[src/rtl/rr_priority_arbiter.sv]
// Round-robin arbiter with a one-hot rotating priority pointer and registered grants.
// Grants are held until acked or withdrawn; ack reloads the next winner with no bubble.
module rr_priority_arbiter #(
  parameter int unsigned WIDTH       = 8,
  parameter int unsigned ROTATE_MODE = 1,
  parameter int unsigned IDW         = $clog2(WIDTH)
) (
  input  logic             clock,
  input  logic             reset,
  input  logic [WIDTH-1:0] req,
  input  logic             ack,
  output logic [WIDTH-1:0] grant,
  output logic             grant_valid,
  output logic [IDW-1:0]   grant_id,
  output logic [WIDTH-1:0] prio
);

  typedef enum logic {IDLE, GRANT} state_t;

  state_t           state;
  logic [WIDTH-1:0] prio_rot;
  logic [WIDTH-1:0] win_idle;
  logic [WIDTH-1:0] win_ack;
  logic [WIDTH-1:0] hold_mask;

  function automatic logic [WIDTH-1:0] rotl(input logic [WIDTH-1:0] x);
    return {x[WIDTH-2:0], x[WIDTH-1]};
  endfunction

  // First set request at or above the pointer, else the lowest set request (wrap-around).
  function automatic logic [WIDTH-1:0] pick(input logic [WIDTH-1:0] r,
                                            input logic [WIDTH-1:0] p);
    logic [WIDTH-1:0] upper;
    upper = r & ~(p - WIDTH'(1));
    if (upper != '0) return upper & (~upper + WIDTH'(1));
    return r & (~r + WIDTH'(1));
  endfunction

  function automatic logic [IDW-1:0] onehot_to_id(input logic [WIDTH-1:0] oh);
    logic [IDW-1:0] id;
    id = '0;
    for (int i = 0; i < int'(WIDTH); i++) begin
      if (oh[i]) id = id | IDW'(i);
    end
    return id;
  endfunction

  always_comb begin
    prio_rot  = (ROTATE_MODE != 0) ? rotl(grant) : rotl(prio);
    win_idle  = pick(req, prio);
    win_ack   = pick(req, prio_rot);
    hold_mask = req & grant;
  end

  always_ff @(posedge clock) begin
    if (reset) begin
      state       <= IDLE;
      grant       <= '0;
      grant_valid <= 1'b0;
      grant_id    <= '0;
      prio        <= WIDTH'(1);
    end else begin
      case (state)
        IDLE: begin
          if (win_idle != '0) begin
            state       <= GRANT;
            grant       <= win_idle;
            grant_valid <= 1'b1;
            grant_id    <= onehot_to_id(win_idle);
          end
        end
        GRANT: begin
          if (ack) begin
            prio <= prio_rot;
            if (win_ack != '0) begin
              grant       <= win_ack;
              grant_valid <= 1'b1;
              grant_id    <= onehot_to_id(win_ack);
            end else begin
              state       <= IDLE;
              grant       <= '0;
              grant_valid <= 1'b0;
              grant_id    <= '0;
            end
          end else if (hold_mask == '0) begin
            // Requester withdrew; re-arbitrate from IDLE next cycle.
            state       <= IDLE;
            grant       <= '0;
            grant_valid <= 1'b0;
            grant_id    <= '0;
          end
        end
        default: begin
          state       <= IDLE;
          grant       <= '0;
          grant_valid <= 1'b0;
          grant_id    <= '0;
        end
      endcase
    end
  end

endmodule

[config.mk]
export PLATFORM = sky130hd
export DESIGN_NAME = rr_priority_arbiter
export DESIGN_NICKNAME = d
export VERILOG_FILES = /design/src/rtl/rr_priority_arbiter.sv
export SDC_FILE = /design/constraint.sdc
export NUM_CORES = 1
export LEC_CHECK = 0
export ABC_AREA = 1
export BUFFER_PORTS_ARGS = -buffer_cell sky130_fd_sc_hd__buf_2
export CAP_MARGIN = 10
export CORE_MARGIN = 3
export CORE_UTILIZATION = 45
export CTS_BUF_LIST = sky130_fd_sc_hd__clkbuf_16
export CTS_CLUSTER_DIAMETER = 150
export CTS_CLUSTER_SIZE = 12
export DETAILED_ROUTE_END_ITERATION = 10
export HOLD_SLACK_MARGIN = 0.08
export PLACE_DENSITY = 0.78
export SYNTH_ARGS = -nofsm -noshare
export SYNTH_HDL_FRONTEND = slang
export SYNTH_SLANG_ARGS = --single-unit
[constraint.sdc]
create_clock -name clock -period 2.15 [get_ports clock]
set_input_delay 0.1075 -clock clock [delete_from_list [all_inputs] [get_ports clock]]
set_output_delay 0.1075 -clock clock [all_outputs]
set_load 0.05 [all_outputs]
==> flow_metrics.tcl, run 1 <==
set metrics [dict create \
    wire_per_inst_um 15.34 \
    grt_pass1_vias 2070 \
    crit_slowest_cell "dfxtp_4" \
    power_w 0.005158 \
    holdPathStages 5 \
    drt_first_pass_iters 5 \
    clock_tree.root_cell "clkbuf_16" \
    ys_warn_count 0 \
    pwr_density_cell_nw_per_um2 1957 \
    hold_path_class "in2reg" \
    grt_pass1_wl_um 9860 \
    finalCritPeriodShare_pct 102.8 \
    place_congestion 0.9463 \
    r2r_start "grant[7]" \
    worst_slew_pin_slew_ns 0.5366 \
    pre_cts_slack_ns -0.006423 \
    endpoint_kind "flop" \
    hp-start "ack" \
    synth_seq_cells 21 \
    io_buffer_count 30 \
    nets 406 \
    die-area_um2 5109 \
    crit_family "simple AND/OR/NAND/NOR gates" \
    drv_slew 0 \
    syn_inst 344 \
    die_w_um 71.48 \
    synth_mux_area_share_pct 0 \
    vias_per_cell 5.600 \
    path_buf_inv 4 \
    final_antenna_net_count 0 \
    yosys.area_share.simple_pct 54.73 \
    hpwl_um 4629 \
    p_switching_w 0.002966 \
    fp-row-count 23 \
    report.final.hold_viol_count 0 \
    stdcell_count 442 \
    min_to "grant_valid" \
    die_h_um 71.48 \
    worst_slack_ns -0.06072 \
    r2r_slack_ns -0.06 \
    setup.worst_path.class "reg2reg" \
    clock_path_buffers 2 \
    core-area_um2 4058 \
    grt_max_degree 21 \
    arrival_ns 2.36 \
    critPathMaxStageDelay_ns 0.36 \
    synth_xor_area_share_pct 0 \
    ios 31 \
    synth_top_family_by_area "simple AND/OR/NAND/NOR gates" \
    dr.first_iter.drc_count 252 \
    remaining_drc_errors 0 \
    fin_skew_ns 0.008583 \
    outcome "finished with violations" \
    synth_fa_ha_area_share_pct 1.297 \
    syn_area_per_cell_um2 5.609 \
    cts_tree "built" \
    cts_made_buffers 3 \
    syn_area_um2 1929 \
    ys_seq_area_share_pct 21.79 \
    place_inst 428 \
    setup_viol 10 \
    startpoint_type "flop" \
    rr_endpoint "grant[3]" \
    maxSlewHeadroom_pct 63.95 \
    violations "setup timing" \
    cap_violations 0 \
    swShare_pct 57.51 \
    cts_sinks 21 \
    path_clk_slew_ns 0.06 \
    rsz0062_at_grt "yes" \
    critPathMaxFanout 8 \
    final_area_um2 2636 \
    pwr-share-comb_pct 79.5 \
    r2r_cells 18 \
    syn_nets 357 \
    grt_overflow 0 \
    critPathRequiredTime_ns 2.30 \
    htree_levels 1 \
    power_leakage_nw 1.341 \
    crit_chain "inv_4, ha_4, nand2_2, nand2_2, inv_2, nand2_2, inv_2, nand3_4, nor2_8, nand3_2, nand2_2, inv_2, nand2_2, nor2_4, nand3_4, nand2_8, nor2_4, nor2_1" \
    crit_start "grant[7]" \
    pwr-share-seq_pct 12.3 \
    fmax_ghz 0.4523 \
    pwr-share-clk_pct 8.1 \
    synth_compound_gate_area_share_pct 10.05 \
    place_area_um2 2207 \
    wl_um 6779 \
    antenna_found_initial 0 \
    min_period_ns 2.211 \
    vias 2475 \
    worstSkewPairLatency_ns 0.26 \
    synth_cell_types 26 \
    area.growth.synth_to_final_pct 36.64 \
    holdWs_ns 0.3503 \
    vdd.ir_drop.worst_uv 1254 \
    crit_path_frequent_cell "nand2_2" \
    internal_power_w 0.002192 \
    antenna_cells 0 \
    drive_gt1_share_pct 36.48 \
    start_util_pct 47.55 \
    groute.usage.overall_pct 24.03 \
]
[registers in the layout (all words and copies together), names as in the netlist]
name         flops
grant            8
grant_id         3
grant_valid      1
prio             8
state            1
[worst min-delay path, stage by stage]
cell,delay (ns)
buf_2,0.15
nand2_1,0.08
nand2_1,0.08
nor2_4,0.10
nor2_1,0.04
[logic make-up (layout without fill, tap and decap cells)]
family | Yosys count | in the layout
AND/OR/NAND/NOR | 222 | 223
buffers and inverters | 62 | 109
AO/OA/AOI/OAI | 37 | 37
flip-flops | 21 | 21
adder cells (fa/ha/maj) | 2 | 2
[final cells by class]
cell class / instances / area [µm²]
clock inverter: 1 / 7.507
sequential: 21 / 437.9
tap: 50 / 62.56
timing repair buffer: 50 / 302.8
inverter: 55 / 209.0
multi-input combinational: 262 / 1541
clock buffer: 3 / 75.07
fill: 368 / 1421
[power groups by stage]
stage | Sequential (W) | Combinational (W) | Clock (W)
5_1_grt | 0.000655 | 0.00444 | 0.000438
6_report | 0.000637 | 0.00410 | 0.000418
2_1_floorplan | 0.00100 | 0.00200 | 0
4_1_cts | 0.000619 | 0.00326 | 0.000419
3_3_place_gp | 0.000623 | 0.00304 | 0
3_5_place_dp | 0.000627 | 0.00307 | 0
[cells in the mapped netlist]
master     count  area [µm²]
nand2_1       91       341.6
nand3_1       58       290.3
inv_1         50       187.7
nor2_1        45       168.9
dfxtp_1       21       420.4
o21ai_0       20       100.1
a21oi_1       12       60.06
clkbuf_1       6       22.52
nand3_2        5       50.05
nor3_1         5       25.02
inv_2          4       15.01
nand4_1        4       25.02
nand2_4        3       33.78
nor2_4         3       33.78
ha_1           2       25.02
nand3_4        2       35.03
nor2_2         2       12.51
o22ai_1        2       12.51
or2_2          2       12.51
buf_2          1       5.000
clkinv_1       1       3.750
nand3b_1       1       7.510
nor2_8         1       20.02
o2111ai_1      1       8.760
o211ai_1       1       7.510
o21ai_1        1       5.000
[metal layers]
metal | track usage [%] | wire [µm] | up-vias | part of all wire [%]
met2 | 37.76 | 3172 | 127 | 47
met5 | 0 | 0 | - | 0
met1 | 34.19 | 2923 | 1130 | 43
met4 | 6.263 | 162 | 0 | 2.4
li1 | - | - | 1198 | -
met3 | 3.787 | 521 | 20 | 7.7
[through the flow]
step / util, % / TNS (ns)
final: 64.97 / -0.3268
after global routing: 64.97 / -2.016
after CTS: 57.76 / 0
after detailed placement: 54.39 / -0.007003
after global placement: 54.39 / 0
after floorplan: - / 0
[placed cells by master, fill, tap and decap left out, types with 11 or more instances in the layout]
| master | netlist | final |
|---|---|---|
| nor2_1 | 45 | 32 |
| nand2_1 | 91 | 74 |
| nand2_2 | 0 | 16 |
| buf_2 | 1 | 30 |
| o21ai_0 | 20 | 15 |
| inv_1 | 50 | 42 |
| inv_2 | 4 | 11 |
| nor2_4 | 3 | 11 |
| buf_4 | 0 | 19 |
| nand3_2 | 5 | 17 |
| nand3_1 | 58 | 44 |
| dfxtp_1 | 21 | 13 |
[timing repair]
item | in CTS | in global routing
pin swaps | 3 | 35
setup endpoints to repair | 13 | 13
hold endpoints to repair | 1 | 0
resized for setup | 7 | 78
hold buffers | 1 | 0
setup buffers | 1 | 7
gates cloned | 1 | 0
[how the worst max path moves through the flow]
stage / endpoint / slack [ns] / depth (start not counted)
6_report: grant[3] / -0.06 / 18
5_1_grt: grant[3] / -0.18 / 18
4_1_cts: grant_valid / 0.002 / 18
3_5_place_dp: grant[7] / -0.006 / 17
3_3_place_gp: grant[6] / 0.02 / 15
2_1_floorplan: grant[1] / 0.006 / 15
No activity file was read; power rests on OpenSTA's default activity.
==> inputs of run 2 (changes only) <==
- SKIP_LAST_GASP: default -> 1
==> run 2 against run 1 <==
Against the previous run: the run still ends with setup timing left; combinational power is essentially flat; maximum frequency grew 0.12%; final cell count unchanged; critical path type unchanged; critical endpoint unchanged; largest power group unchanged.
==> flow_metrics.tcl, run 2 (synthesized netlist as in run 1, its figures left out) <==
set metrics [dict create \
    outcome "finished with violations" \
    violations "setup timing" \
    htree_levels 1 \
    place_congestion 0.9463 \
    crit_chain "inv_4, ha_4, nand2_2, nand2_2, inv_2, nand2_2, inv_2, nand3_4, nor2_8, nand3_2, nand2_2, inv_2, nand2_2, nor2_4, nand3_4, nand2_8, nor2_4, nor2_1" \
    fin_skew_ns 0.01010 \
    nets 406 \
    worstSkewPairLatency_ns 0.26 \
    vias_per_cell 5.586 \
    fill_cells 369 \
    drv_slew 0 \
    report.final.hold_viol_count 0 \
    crit_family "simple AND/OR/NAND/NOR gates" \
    startpoint_type "flop" \
    layout_common_cells "nand2_1 (75), nand3_1 (45), inv_1 (42), nor2_1 (32), buf_2 (30)" \
    clock_path_buffers 2 \
    cts_sinks 21 \
    remaining_drc_errors 0 \
    drt_first_pass_iters 5 \
    critPathMaxFanout 8 \
    cts_made_buffers 3 \
    fmax_ghz 0.4529 \
    area.growth.synth_to_final_pct 36.25 \
    hpwl_um 4629 \
    hp-start "ack" \
    holdPathStages 5 \
    r2r_cells 18 \
    rr_endpoint "grant[3]" \
    worst_slew_pin_slew_ns 0.5412 \
    io_buffer_count 30 \
    vdd.ir_drop.worst_uv 1245 \
    finalCritPeriodShare_pct 102.7 \
    min_period_ns 2.208 \
    grt_pass1_wl_um 9860 \
    dr.first_iter.drc_count 233 \
    power_w 0.005136 \
    path_buf_inv 4 \
    grt_max_degree 21 \
    ios 31 \
    core-area_um2 4058 \
    crit_path_frequent_cell "nand2_2" \
    r2r_start "grant[7]" \
    critPathRequiredTime_ns 2.30 \
    final_antenna_net_count 0 \
    drive_gt1_share_pct 35.97 \
    power_leakage_nw 1.337 \
    cts_tree "built" \
    rsz0062_at_grt "yes" \
    arrival_ns 2.36 \
    setup_viol 9 \
    worst_slack_ns -0.05809 \
    groute.usage.overall_pct 24.03 \
    layout_commonest_cell "nand2_1" \
    path_clk_slew_ns 0.06 \
    wl_um 6710 \
    min_to "grant_valid" \
    pwr_density_cell_nw_per_um2 1954 \
    fp-row-count 23 \
    top_regs "grant x8, prio x8, grant_id x3" \
    grt_pass1_vias 2070 \
    vias 2469 \
    critPathMaxStageDelay_ns 0.35 \
    clock_tree.root_cell "clkbuf_16" \
    antenna_found_initial 0 \
    grt_overflow 0 \
    die_w_um 71.48 \
    wire_per_inst_um 15.18 \
    endpoint_kind "flop" \
    hold_path_class "in2reg" \
    maxSlewHeadroom_pct 63.88 \
    r2r_slack_ns -0.06 \
    start_util_pct 47.55 \
    setup.worst_path.class "reg2reg" \
    cap_violations 0 \
    finalSetupTns_ns -0.2821 \
    die_h_um 71.48 \
    die-area_um2 5109 \
    antenna_cells 0 \
    crit_slowest_cell "dfxtp_4" \
]
==> run 2: routing by layer <==
layer	track usage, %	vias up	part of all wire (%)	wire length, µm
met5	0	-	0	0
met4	6.263	0	2.7	181
met3	3.787	22	6.4	428
met2	37.76	100	47	3172
met1	34.19	1149	44	2928
li1	-	1198	-	-
==> run 2: how the worst max path moves through the flow <==
stage | from | end | slack, ns | cells past startpoint
final | grant[7] | grant[3] | -0.06 | 18
after global routing | grant[0] | grant[3] | -0.17 | 18
after CTS | grant[0] | grant[7] | -0.02 | 15
after detailed placement | grant[0] | grant[7] | -0.006 | 17
after global placement | grant[0] | grant[6] | 0.02 | 15
after floorplan | grant[3] | grant[1] | 0.006 | 15
==> run 2: cell type report <==
class,count,area (µm²),area share [%]
repair buffers,50,302.8,11.52
clock inverters,1,7.507,0.2856
clock buffers,3,75.07,2.856
well taps,50,62.56,2.380
inverters,55,209.0,7.949
multi-input cells,262,1534,58.35
flip-flops and latches,21,437.9,16.66
==> run 2: worst reg2reg max path, cell delays in order, from the launching register on <==
cell,delay [ns]
dfxtp_4,0.35
inv_4,0.04
ha_4,0.23
nand2_2,0.06
nand2_2,0.06
inv_2,0.07
nand2_2,0.05
inv_2,0.07
nand3_4,0.10
nor2_8,0.23
nand3_2,0.09
nand2_2,0.12
inv_2,0.06
nand2_2,0.09
nor2_4,0.05
nand3_4,0.11
nand2_8,0.12
nor2_4,0.15
nor2_1,0.04
==> run 2: metrics by stage <==
stage / utilization (%) / area, µm² / instances / setup WS [ns] / hold WS, ns
global route: 64.79 / 2629 / 442 / -0.1734 / 0.4049
detailed placement: 54.39 / 2207 / 428 / -0.006423 / 0.2840
finish: 64.79 / 2629 / 442 / -0.05809 / 0.3573
floorplan: - / 1939 / 344 / 0.006348 / 0.1799
CTS: 57.69 / 2341 / 435 / -0.01901 / 0.3070
global placement: 54.39 / 2207 / 428 / 0.01941 / 0.2814
==> run 2: timing repair <==
| action | in CTS | in global routing |
|---|---|---|
| resized for setup | 6 | 77 |
| hold buffers | 1 | 0 |
| endpoints found under the setup margin | 13 | 13 |
| pin swaps | 3 | 35 |
| setup buffers | 1 | 7 |
| gates cloned | 1 | 0 |
| endpoints found under the hold margin | 1 | 0 |
==> run 2: where the power goes <==
part           switching, W  internal, W
sequential         0.000106     0.000530
clock              0.000161     0.000252
combinational       0.00268      0.00140
